## config.mk

```make
export PLATFORM = sky130hd
export DESIGN_NAME = bch_encoder
export DESIGN_NICKNAME = d
export VERILOG_FILES = /design/src/rtl/bch_pkg.sv /design/src/rtl/bch_parity_lfsr.sv /design/src/rtl/bch_encoder.sv
export SDC_FILE = /design/constraint.sdc
export NUM_CORES = 1
export LEC_CHECK = 0
export CAP_MARGIN = 15
export CORE_ASPECT_RATIO = 0.7
export CORE_MARGIN = 5
export CORE_UTILIZATION = 55
export DETAILED_ROUTE_END_ITERATION = 8
export GPL_ROUTABILITY_DRIVEN = 0
export PLACE_DENSITY = 0.81
export RECOVER_POWER = 100
export SYNTH_ARGS = -nofsm -noshare
export SYNTH_HDL_FRONTEND = slang
export SYNTH_HIERARCHICAL = 1
export SYNTH_SLANG_ARGS = --single-unit
```

## constraint.sdc

```tcl
create_clock -name clk -period 2.7 [get_ports clk]
set_clock_uncertainty 0.1 [all_clocks]
set_input_delay 0.81 -clock clk [delete_from_list [all_inputs] [get_ports clk]]
set_output_delay 0.81 -clock clk [all_outputs]
set_load 0.1 [all_outputs]
```

## src/rtl/bch_pkg.sv

```systemverilog
// Shared BCH(63,51) t=2 constants and encoder state type, common to bch_encoder and bch_decoder.
package bch_pkg;
  localparam int          BCH_N         = 63;
  localparam int          BCH_K         = 51;
  localparam int          BCH_M         = 6;
  localparam int          BCH_NPAR      = 12;
  localparam logic [12:0] BCH_GEN_POLY  = 13'h1539;
  localparam logic [6:0]  BCH_PRIM_POLY = 7'h43;
  localparam logic [5:0]  BCH_POS_NONE  = 6'd63;

  typedef enum logic {ST_DATA, ST_PARITY} t_bch_enc_state;
endpackage

```

## src/rtl/bch_parity_lfsr.sv

```systemverilog
// 12-bit g(x) divider: shift_in folds a message bit into the remainder, shift_out drains it MSB first.
// Updates take effect next cycle; clr has priority over both shift requests.
module bch_parity_lfsr
  import bch_pkg::*;
#(
  parameter logic [12:0] GEN_POLY = BCH_GEN_POLY
) (
  input  logic clk,
  input  logic rst,
  input  logic clr,
  input  logic shift_in_en,
  input  logic din,
  input  logic shift_out_en,
  output logic parity_msb
);

  logic [11:0] lfsr_q, lfsr_d;
  logic        fb;

  always_comb begin
    lfsr_d = lfsr_q;
    fb     = din ^ lfsr_q[11];
    if (clr) begin
      lfsr_d = '0;
    end else if (shift_in_en) begin
      lfsr_d = {lfsr_q[10:0], 1'b0} ^ (fb ? GEN_POLY[11:0] : 12'h000);
    end else if (shift_out_en) begin
      lfsr_d = {lfsr_q[10:0], 1'b0};
    end
  end

  always_ff @(posedge clk) begin
    if (rst) lfsr_q <= '0;
    else     lfsr_q <= lfsr_d;
  end

  assign parity_msb = lfsr_q[11];

endmodule

```

## src/rtl/bch_encoder.sv

```systemverilog
// Systematic serial BCH(63,51) encoder: 1-cycle latency, 1 bit/clk, one-entry output stage stalls input when full.
// BCH_ENC_ERR_INJECT_EN adds inj_pos0/inj_pos1 to invert up to two transmitted bits per codeword.
module bch_encoder
  import bch_pkg::*;
#(
  parameter int          BCH_K    = bch_pkg::BCH_K,
  parameter int          BCH_NPAR = bch_pkg::BCH_NPAR,
  parameter logic [12:0] GEN_POLY = bch_pkg::BCH_GEN_POLY
) (
  input  logic       clk,
  input  logic       rst,
  input  logic       in_valid,
  input  logic       in_data,
  output logic       in_ready,
  output logic       out_valid,
  output logic       out_data,
  output logic       out_last,
  input  logic       out_ready
`ifdef BCH_ENC_ERR_INJECT_EN
 ,input  logic [5:0] inj_pos0,
  input  logic [5:0] inj_pos1
`endif
);

  localparam logic [5:0] DATA_LAST = 6'(BCH_K - 1);
  localparam logic [5:0] PAR_LAST  = 6'(BCH_NPAR - 1);

  t_bch_enc_state state_q, state_d;
  logic [5:0]     bit_cnt_q, bit_cnt_d;
  logic           out_valid_q, out_valid_d;
  logic           out_data_q, out_data_d;
  logic           out_last_q, out_last_d;
  logic           stage_free, load_data, load_par, data_end, par_end;
  logic           lfsr_msb, flip;

  assign stage_free = !out_valid_q || out_ready;
  assign data_end   = load_data && (bit_cnt_q == DATA_LAST);
  assign par_end    = load_par && (bit_cnt_q == PAR_LAST);

  always_ff @(posedge clk) begin
    if (rst) state_q <= ST_DATA;
    else     state_q <= state_d;
  end

  always_comb begin
    state_d = state_q;
    case (state_q)
      ST_DATA:   if (data_end) state_d = ST_PARITY;
      ST_PARITY: if (par_end)  state_d = ST_DATA;
      default:   state_d = ST_DATA;
    endcase
  end

  always_comb begin
    in_ready  = 1'b0;
    load_data = 1'b0;
    load_par  = 1'b0;
    case (state_q)
      ST_DATA: begin
        in_ready  = stage_free && !rst;
        load_data = in_valid && stage_free && !rst;
      end
      ST_PARITY: load_par = stage_free;
      default: ;
    endcase
  end

  // Parity drains from the LFSR MSB; the divider always sees the clean message bit.
  bch_parity_lfsr #(.GEN_POLY(GEN_POLY)) u_lfsr (
    .clk          (clk),
    .rst          (rst),
    .clr          (par_end),
    .shift_in_en  (load_data),
    .din          (in_data),
    .shift_out_en (load_par),
    .parity_msb   (lfsr_msb)
  );

`ifdef BCH_ENC_ERR_INJECT_EN
  logic [5:0] inj0_q, inj0_d, inj1_q, inj1_d, pos;
  logic       first_bit;

  // Positions are taken straight from the ports for c62 so it can be corrupted too.
  always_comb begin
    first_bit = load_data && (bit_cnt_q == 6'd0);
    inj0_d    = first_bit ? inj_pos0 : inj0_q;
    inj1_d    = first_bit ? inj_pos1 : inj1_q;
    pos       = load_data ? bit_cnt_q : bit_cnt_q + 6'(BCH_K);
    flip      = (pos == inj0_d) || (pos == inj1_d);
  end

  always_ff @(posedge clk) begin
    if (rst) begin
      inj0_q <= BCH_POS_NONE;
      inj1_q <= BCH_POS_NONE;
    end else begin
      inj0_q <= inj0_d;
      inj1_q <= inj1_d;
    end
  end
`else
  assign flip = 1'b0;
`endif

  always_comb begin
    bit_cnt_d   = bit_cnt_q;
    out_valid_d = out_valid_q;
    out_data_d  = out_data_q;
    out_last_d  = out_last_q;
    if (data_end || par_end)       bit_cnt_d = '0;
    else if (load_data || load_par) bit_cnt_d = bit_cnt_q + 6'd1;
    if (load_data || load_par) begin
      out_valid_d = 1'b1;
      out_data_d  = (load_data ? in_data : lfsr_msb) ^ flip;
      out_last_d  = par_end;
    end else if (out_ready) begin
      out_valid_d = 1'b0;
      out_last_d  = 1'b0;
    end
  end

  always_ff @(posedge clk) begin
    if (rst) begin
      bit_cnt_q   <= '0;
      out_valid_q <= 1'b0;
      out_data_q  <= 1'b0;
      out_last_q  <= 1'b0;
    end else begin
      bit_cnt_q   <= bit_cnt_d;
      out_valid_q <= out_valid_d;
      out_data_q  <= out_data_d;
      out_last_q  <= out_last_d;
    end
  end

  assign out_valid = out_valid_q;
  assign out_data  = out_data_q;
  assign out_last  = out_last_q;

endmodule

```

==> results of run 1 <==
## synthesized netlist by cell type (all sizes together) (3+ instances only)
master / n
and2: 4
a21oi: 9
nand2: 13
o211ai: 3
nor2: 11
buf: 5
dfxtp: 22
o21ai: 7
inv: 4
a211oi: 11
xor2: 4
## power by group through the flow
| stage | clock, mW | combinational, mW | sequential (mW) |
|---|---|---|---|
| after floorplan | 0 | 0.0659 | 0.364 |
| after global placement | 0 | 0.103 | 0.352 |
| after detailed placement | 0 | 0.106 | 0.353 |
| after CTS | 0.151 | 0.107 | 0.346 |
| after global routing | 0.164 | 0.109 | 0.348 |
| final | 0.146 | 0.102 | 0.346 |
## per-stage QoR
step                 util  cell area (µm²)
finish              0.635             1200
global route        0.635             1200
CTS                 0.655             1230
detailed placement  0.643             1210
global placement    0.643             1210
floorplan               -             1110
## cells by family after synthesis
logic type      Yosys count  share of synthesized area
mux                       1                    0.00902
flops                    22                      0.397
simple gates             39                      0.207
fa+ha+maj                 2                     0.0225
compound gates           36                      0.257
xor+xnor                  5                     0.0462
buf+inv                  10                     0.0609
## registers in the layout (all words and copies together) (netlist names)
signal	flops
bit_cnt_q	6
out_data	1
out_last	1
out_valid	1
state_q	1
u_lfsr/lfsr_q	12
## timing repair
action	4_1_cts	5_1_grt
resized for setup	0	1
hold buffers	0	0
setup endpoints to repair	0	1
buffers inserted	0	0
## cell type report
cell class                      instances  area, µm²  share of cell area
Tap cell                               22       27.5              0.0230
Inverter                                4       15.0              0.0125
Sequential cell                        22        440               0.368
Multi-Input combinational cell         83        582               0.486
Clock buffer                            3       22.5              0.0188
Timing Repair Buffer                   14        110              0.0920
## layout by cell type (no fill, tap or decap), drive strengths merged, types with 3 or more instances in the layout
master         Yosys  routed
o211ai             3       3
nand2             13      13
dfxtp             22      22
and2               4       4
xor2               4       4
clkdlybuf4s50      0       4
inv                4       4
a211oi            11      11
a21oi              9       9
nor2              11      11
buf                5       4
clkbuf             1       9
o21ai              7       7
## worst min path at each step
stage | to | slack, ns | cells after the start
after floorplan | u_lfsr/lfsr_q[1]$_SDFFE_PP0P_ | 0.33 | 2
after global placement | u_lfsr/lfsr_q[6]$_SDFFE_PP0P_ | 0.34 | 2
after detailed placement | u_lfsr/lfsr_q[11]$_SDFFE_PP0P_ | 0.35 | 2
after CTS | u_lfsr/lfsr_q[1]$_SDFFE_PP0P_ | 0.37 | 2
after global routing | u_lfsr/lfsr_q[1]$_SDFFE_PP0P_ | 0.38 | 2
final | u_lfsr/lfsr_q[2]$_SDFFE_PP0P_ | 0.38 | 2
## critical path: cells and delay by family
family / cells / cell delay (ns)
buf+inv: 2 / 0.69
simple gates: 2 / 0.25
## per-layer routing
layer	up-vias	GRT usage
met1	418	0.182
li1	432	-
met3	2	0.0563
met2	19	0.263
met4	0	0.0373
met5	-	0
==> impl_results.md, run 1 <==
- Async SR Flop Fraction: 0
- Startpoint Class: primary input
- CP Max Fanout: 2
- Placement Setup Slack: 0.0290 ns
- Critical Path AT: 1.76 ns
- Antenna viol nets, final: 0
- Pint: 0.427 mW
- Worst setup path startpoint: rst
- Total of max-cap violations: 0
- Sequential Power Share: 0.583
- All-layer global routing usage: 0.151
- Req. time, crit path: 1.79 ns
- HP Start: u_lfsr/lfsr_q[1]$_SDFFE_PP0P_
- I/O Buffers: 8
- Post-synth top area share: 0.397
- CTS sink count: 22
- Clk pwr share: 0.246
- Area leader, netlist: dfxtp_1
- P_leak: 0.446 nW
- F_max: 374 MHz
- Net Switching: 0.167 mW
- Hold WS: 0.376 ns
- Ys Warns: 6
- Reg2Reg Launch Point: out_valid$_SDFFE_PP0P_
- M1 WL: 986 µm
- Num CTS Buffers: 3
- Post-DP HPWL: 1600 µm
- Global-route wire length before repair: 3530 µm
- Total grt overflow: 0
- Die W: 63.7 µm
- N_diodes: 0
- # H-tree levels: 1
- Worst hold path class: reg -> reg
- Area Growth Syn to Fin: 7.89%
- Clk slew on worst S/H paths: 0.11 ns
- Status: finished clean
- Worst-case clock buffer depth: 2
- Critical path, cell by cell: clkdlybuf4s50_1 > nor2_4 > and2_2 > buf_12
- VDD IR-drop max: 0.393 mV
- Met2 WL post-DR: around 960 µm
- RSZ-0062 raised after global routing: no
- Iteration-0 DRC Markers: 28
- Final cell count without fillers: about 150
- Reg2reg path depth: 8
- EDFF count, synth: 0
- Combinational Power Share: 0.171
- Slowest stage delay, CP: 0.53 ns
- Slew at the pin with the worst max-slew slack: 0.531 ns
- Period minus WS final: between 2 and 3 ns
- Worst setup path end: in_ready
- Uppermost routed layer: met4
- WL final: about 2100 µm
- R2R setup slack: 0.84 ns
- Cells after Synth: 115
- Clk Latency, worst-skew pair: ~0.3 ns
- Drc violations: 0
- Area contributors post-synth: dfxtp_1 (40%), a211oi_2 (6.8%), nand2_1 (4.4%)
- Initial antenna violation count: 0
- Filler cells: 161
- Setup crit end kind: primary output
- PnR worst setup slack: approximately 0.029 ns
- Final Setup Violations: 0
- I/O pin total: 9
- Syn_nets: 122
- Vias in the first global route: 847
- First-pass DRT Iterations: 4
- Total number of vias: approximately 870
- Final #Nets: 135
- Met3 Routed Length: about 140 µm
- Pin count of the biggest net entering global routing: 13
- Avg Cell Area, Syn: 9.65 µm²
- Max_slew headroom: 0.645
- Mapped Area: 1110 µm²
- CP max-delay cell: clkdlybuf4s50_1
- Hold Vio Cnt, Final: 0
- Share of cells above drive strength 1: 0.230
- Chip height: 47.6 µm
- Critical path class: in -> out
- Final Cycle Share: 0.989
- Root Buffer: clkbuf_4
- # rows: 13
- P per Cell Area: between 400 and 500 nW/µm²
- Initial Util: 0.588
- Post-route setup TNS: 0 ns
- Max-slew violation count: 0
- Yosys reg bits: 22
- CTS tree: built
- CORE AREA: approximately 1900 µm²
- Tot Pwr: ~0.59 mW
- Die area: 3030 µm²
- Sw Share: 0.281
- Cell count after placement: 145
- Synth cell types: between 40 and 50
- Drt wl/cell: 14.2 µm
- RR Endpoint: u_lfsr/lfsr_q[10]$_SDFFE_PP0P_
- Most used DFF post-synth: dfxtp_1
- Vias/cell: ~6
- Sequential fraction of the synthesis area: 0.397
Power figures use the tool's default switching activity.
==> run 2, diff against run 1 <==
--- a/config.mk
+++ b/config.mk
@@ -6,9 +6,11 @@
 export NUM_CORES = 1
 export LEC_CHECK = 0
 export CAP_MARGIN = 15
+export CELL_PAD_IN_SITES_DETAIL_PLACEMENT = 1
+export CELL_PAD_IN_SITES_GLOBAL_PLACEMENT = 1
 export CORE_ASPECT_RATIO = 0.7
 export CORE_MARGIN = 5
-export CORE_UTILIZATION = 55
+export CORE_UTILIZATION = 43
 export DETAILED_ROUTE_END_ITERATION = 8
 export GPL_ROUTABILITY_DRIVEN = 0
 export PLACE_DENSITY = 0.81
==> impl_results.md, run 2 (synthesized netlist as in run 1, its figures left out) <==
- P per Cell Area: 546 nW/µm²
- CP max-delay cell: clkdlybuf4s50_1
- Max FFs per register: 12
- Critical path class: in -> out
- RSZ-0062 raised after global routing: no
- Pin count of the biggest net entering global routing: 13
- Worst path depth: 4
- All-layer global routing usage: 0.148
- Reg2Reg Launch Point: state_q$_SDFF_PP0_
- Drc violations: 0
- Startpoint Class: primary input
- Clk slew on worst S/H paths: about 0.08 ns
- # rows: 15
- Antenna viol nets, final: 0
- Fin util: 0.510
- Commonest non-fill, non-tap cell in the layout: dfxtp_1
- Worst hold path class: reg -> reg
- Max_slew headroom: 0.232
- Initial Util: 0.451
- N_diodes: 0
- Sequential cell area: between 400 and 500 µm²
- HP Start: u_lfsr/lfsr_q[1]$_SDFFE_PP0P_
- Reg2reg path depth: 7
- Final #Nets: 135
- R2R setup slack: 0.77 ns
- Total number of vias: 847
- RR Endpoint: u_lfsr/lfsr_q[8]$_SDFFE_PP0P_
- CP bufs+invs: 2
- Final Cycle Share: 0.987
- P_leak: 0.471 nW
- I/O pin total: 9
- I/O Buffers: 8
- Root Buffer: clkbuf_8
- First-pass DRT Iterations: 4
- Total setup buffers inserted after CTS: 0
- Total grt overflow: 0
- Hold Vio Cnt, Final: 0
- Post-route setup TNS: 0 ns
- F_max: 375 MHz
- Critical Path AT: 1.75 ns
- Filler cells: 285
- Chip height: around 53 µm
- Iteration-0 DRC Markers: 35
- Worst setup path end: in_ready
- Die W: 70.7 µm
- Top Registers: u_lfsr/lfsr_q: 12 flops, bit_cnt_q: 6 flops
- Num CTS Buffers: 3
- Multi-input gate area: 587 µm²
- Max-slew violation count: 0
- Worst setup path startpoint: rst
- Worst-case clock buffer depth: 2
- Clk Latency, worst-skew pair: 0.27 ns
- Vias in the first global route: 913
- CP top delay family: buffers and inverters
- Total of max-cap violations: 0
- Initial antenna violation count: 0
- Drt wl/cell: 14.8 µm
- Req. time, crit path: 1.79 ns
- Global-route wire length before repair: 4290 µm
- Post-DP HPWL: approximately 1800 µm
- Slew at the pin with the worst max-slew slack: 1.16 ns
- Die area: 3710 µm²
- Commonest cells after routing, fill and taps aside: dfxtp_1 (22), nand2_1 (13), nor2_1 (9), a21oi_1 (9), a211oi_2 (6)
- Critical path, cell by cell: clkdlybuf4s50_1 > nor2_4 > and2_2 > buf_12
- # H-tree levels: 1
- CTS sink count: 22
- VDD IR-drop max: 0.306 mV
- Final Setup Violations: 0
- WL final: ~2400 µm
- Period minus WS final: 2.66 ns
- CP Max Fanout: 2
- Vias/cell: approximately 5.3
- Area Growth Syn to Fin: 13.1%
- Share of cells above drive strength 1: 0.228
- Top reg by flops: u_lfsr/lfsr_q
- Setup crit end kind: primary output
- CTS tree: built
- CORE AREA: 2460 µm²
- Slowest stage delay, CP: 0.52 ns
- Status: finished clean
run 2: changes by cell type in the layout (fill, tap and decap cells not counted), moves of 2 or more:
cell,delta
clkbuf_8,+4
clkbuf_2,-2
clkbuf_4,-3
buf_4,+2
run 2: worst min-delay path: cells and delay by family (launching register included):
kind	cells	cell delay (ns)
DFF	1	0.31
AOI/OAI and AO/OA	1	0.06
and+or+nand+nor	1	0.05
run 2: area by class of cell:
type                    count  share of cell area
repair buffers             14              0.0917
well taps                  34              0.0339
clock buffers               4              0.0439
flip-flops and latches     22               0.351
inverters                   4              0.0120
multi-input cells          83               0.468
run 2: timing repair:
action                                 CTS  global route
hold buffers                             0             0
setup endpoints to repair                0             1
resized for setup                        0             1
endpoints found under the hold margin    0             0
run 2: per-stage QoR:
| stage | hold WS (ns) | area, µm² | power, mW | setup slack [ns] | cells |
|---|---|---|---|---|---|
| floorplan | 0.332 | 1110 | 0.430 | 0.207 | 115 |
| global placement | 0.340 | 1230 | 0.456 | 0.0453 | 157 |
| detailed placement | 0.356 | 1230 | 0.460 | 0.0281 | 157 |
| CTS | 0.371 | 1280 | 0.697 | 0.0252 | 161 |
| global route | 0.384 | 1250 | 0.716 | 0.00467 | 161 |
| finish | 0.365 | 1250 | 0.685 | 0.0354 | 161 |
run 2: where the power goes:
part	leakage [nW]	internal [mW]	switching, mW	total [mW]
clock	0.0288	0.130	0.106	0.237
sequential	0.179	0.336	0.00960	0.346
combinational	0.263	0.0383	0.0643	0.103
total	0.471	0.505	0.180	0.685
run 2: worst min path at each step:
stage                                    end  slack [ns]  cells past startpoint
3_5_place_dp   u_lfsr/lfsr_q[1]$_SDFFE_PP0P_        0.36                      2
2_1_floorplan  u_lfsr/lfsr_q[1]$_SDFFE_PP0P_        0.33                      2
5_1_grt        u_lfsr/lfsr_q[9]$_SDFFE_PP0P_        0.38                      2
6_report       u_lfsr/lfsr_q[2]$_SDFFE_PP0P_        0.37                      2
3_3_place_gp   u_lfsr/lfsr_q[6]$_SDFFE_PP0P_        0.34                      2
4_1_cts        u_lfsr/lfsr_q[9]$_SDFFE_PP0P_        0.37                      2
run 2: metal layers:
metal / share of wire / global-route usage / vias up
li1: - / - / 432
met1: 0.46 / 0.169 / 408
met2: 0.50 / 0.268 / 5
met3: 0.029 / 0.0498 / 2
met4: 0.0050 / 0.0375 / 0
met5: 0 / 0 / -
==> run 3, diff against run 2 <==
--- a/config.mk
+++ b/config.mk
@@ -13,8 +13,9 @@
 export CORE_UTILIZATION = 43
 export DETAILED_ROUTE_END_ITERATION = 8
 export GPL_ROUTABILITY_DRIVEN = 0
-export PLACE_DENSITY = 0.81
+export PLACE_DENSITY_LB_ADDON = 0.1
 export RECOVER_POWER = 100
+export SLEW_MARGIN = 20
 export SYNTH_ARGS = -nofsm -noshare
 export SYNTH_HDL_FRONTEND = slang
 export SYNTH_HIERARCHICAL = 1
==> impl_results.md, run 3 (synthesized netlist as in run 1, its figures left out) <==
- CTS resizes: 0
- Post-route setup TNS: 0 ns
- DP Area: 1230 µm²
- Max_slew headroom: 0.228
- Share of cells above drive strength 1: 0.222
- Total of max-cap violations: 0
- All-layer global routing usage: 0.139
- Global-route wire length before repair: 4080 µm
- Total grt overflow: 0
- Area Growth Syn to Fin: 11.5%
- RSZ-0062 raised after global routing: no
- Antenna viol nets, final: 0
- Top reg by flops: u_lfsr/lfsr_q
- Combinational Power Share: 0.159
- Initial antenna violation count: 0
- Period minus WS final: 2.66 ns
- Num CTS Buffers: 3
- Clk slew on worst S/H paths: around 0.08 ns
- Sequential Power Share: 0.530
- Req. time, crit path: about 1.8 ns
- Fin util: 0.503
- Drc violations: 0
- Sw Share: 0.272
- Critical path class: in -> out
- First-pass DRT Iterations: 4
- CTS sink count: 22
- Clk pwr share: 0.311
- Commonest non-fill, non-tap cell in the layout: dfxtp_1
- Drt wl/cell: around 14 µm
- Iteration-0 DRC Markers: 29
- Die area: 3710 µm²
- Chip height: 52.5 µm
- Post-DP HPWL: about 1700 µm
- Total setup buffers inserted after CTS: 0
- F_max: 376 MHz
- CTS tree: built
- Pin count of the biggest net entering global routing: 13
- N_diodes: 0
- Hold Vio Cnt, Final: 0
- Total number of vias: roughly 840
- CP Max Fanout: 2
- I/O Buffers: 8
- Pint: 0.474 mW
- Startpoint Class: primary input
- Final Cycle Share: 0.986
- Net Switching: 0.177 mW
- WL final: around 2300 µm
- VDD IR-drop max: 0.221 mV
- Commonest cells after routing, fill and taps aside: dfxtp_1 (22), nand2_1 (13), nor2_1 (9), a21oi_1 (9), a211oi_2 (6)
- Slew at the pin with the worst max-slew slack: 1.16 ns
- P_leak: 0.455 nW
- Max-slew violation count: 0
- Setup crit end kind: primary output
- # H-tree levels: 1
- Top Registers: u_lfsr/lfsr_q: 12 flops, bit_cnt_q: 6 flops
- Root Buffer: clkbuf_8
- Worst-case clock buffer depth: 2
- Vias/cell: 5.27
- Status: finished clean
- I/O pin total: 9
- # rows: 15
- Worst hold path class: reg -> reg
- Final #Nets: 135
- Final Setup Violations: 0
- Critical Path AT: ~1.8 ns
- CORE AREA: 2460 µm²
- Initial Util: 0.451
- P per Cell Area: approximately 530 nW/µm²
- Max FFs per register: 12
- Clk Latency, worst-skew pair: 0.26 ns
- Vias in the first global route: 902
- Die W: 70.7 µm
- Post-route cell area: 1240 µm²
- Post-CTS Hold Buffers: 0
[run 3: worst paths after layout]
path                                  from                             to  slack [ns]  depth (start not counted)
max                              out_ready                       in_ready        0.04                          4
min          u_lfsr/lfsr_q[6]$_SDFFE_PP0P_  u_lfsr/lfsr_q[6]$_SDFFE_PP0P_        0.36                          2
max reg2reg             state_q$_SDFF_PP0_  u_lfsr/lfsr_q[8]$_SDFFE_PP0P_        0.76                          8
min reg2reg  u_lfsr/lfsr_q[6]$_SDFFE_PP0P_  u_lfsr/lfsr_q[6]$_SDFFE_PP0P_        0.36                          2
[run 3: layout make-up]
type,instances,area (µm²)
fill,301,1220
multi-input combinational,83,588
sequential,22,440
timing repair buffer,14,110
tap,34,42.5
clock buffer,3,41.3
inverter,4,15.0
[run 3: stage by stage]
| step | instances | total power [mW] | setup WS [ns] | hold WS, ns |
|---|---|---|---|---|
| after global routing | 160 | 0.682 | 0.00609 | 0.392 |
| final | 160 | 0.651 | 0.0391 | 0.364 |
| after CTS | 160 | 0.665 | 0.0306 | 0.368 |
| after global placement | 157 | 0.457 | 0.0375 | 0.341 |
| after floorplan | 115 | 0.430 | 0.207 | 0.332 |
| after detailed placement | 157 | 0.461 | 0.0315 | 0.356 |
[run 3: power groups by stage]
| stage | Clock (mW) | Sequential (mW) | Combinational (mW) |
|---|---|---|---|
| 2_1_floorplan | 0 | 0.364 | 0.0659 |
| 3_3_place_gp | 0 | 0.352 | 0.105 |
| 3_5_place_dp | 0 | 0.353 | 0.108 |
| 4_1_cts | 0.211 | 0.345 | 0.109 |
| 5_1_grt | 0.224 | 0.347 | 0.112 |
| 6_report | 0.202 | 0.345 | 0.103 |
[run 3: layer usage]
| layer | up-vias | share of wire | GRT usage |
|---|---|---|---|
| met1 | 398 | 0.51 | 0.174 |
| met2 | 11 | 0.44 | 0.231 |
| met3 | 3 | 0.043 | 0.0460 |
| li1 | 431 | - | - |
| met4 | 0 | 0.0074 | 0.0375 |
| met5 | - | 0 | 0 |
[run 3: critical path: stages]
cell and delay [ns]:
clkdlybuf4s50_1 0.42, nand2b_1 0.16, and2_2 0.19, buf_12 0.16
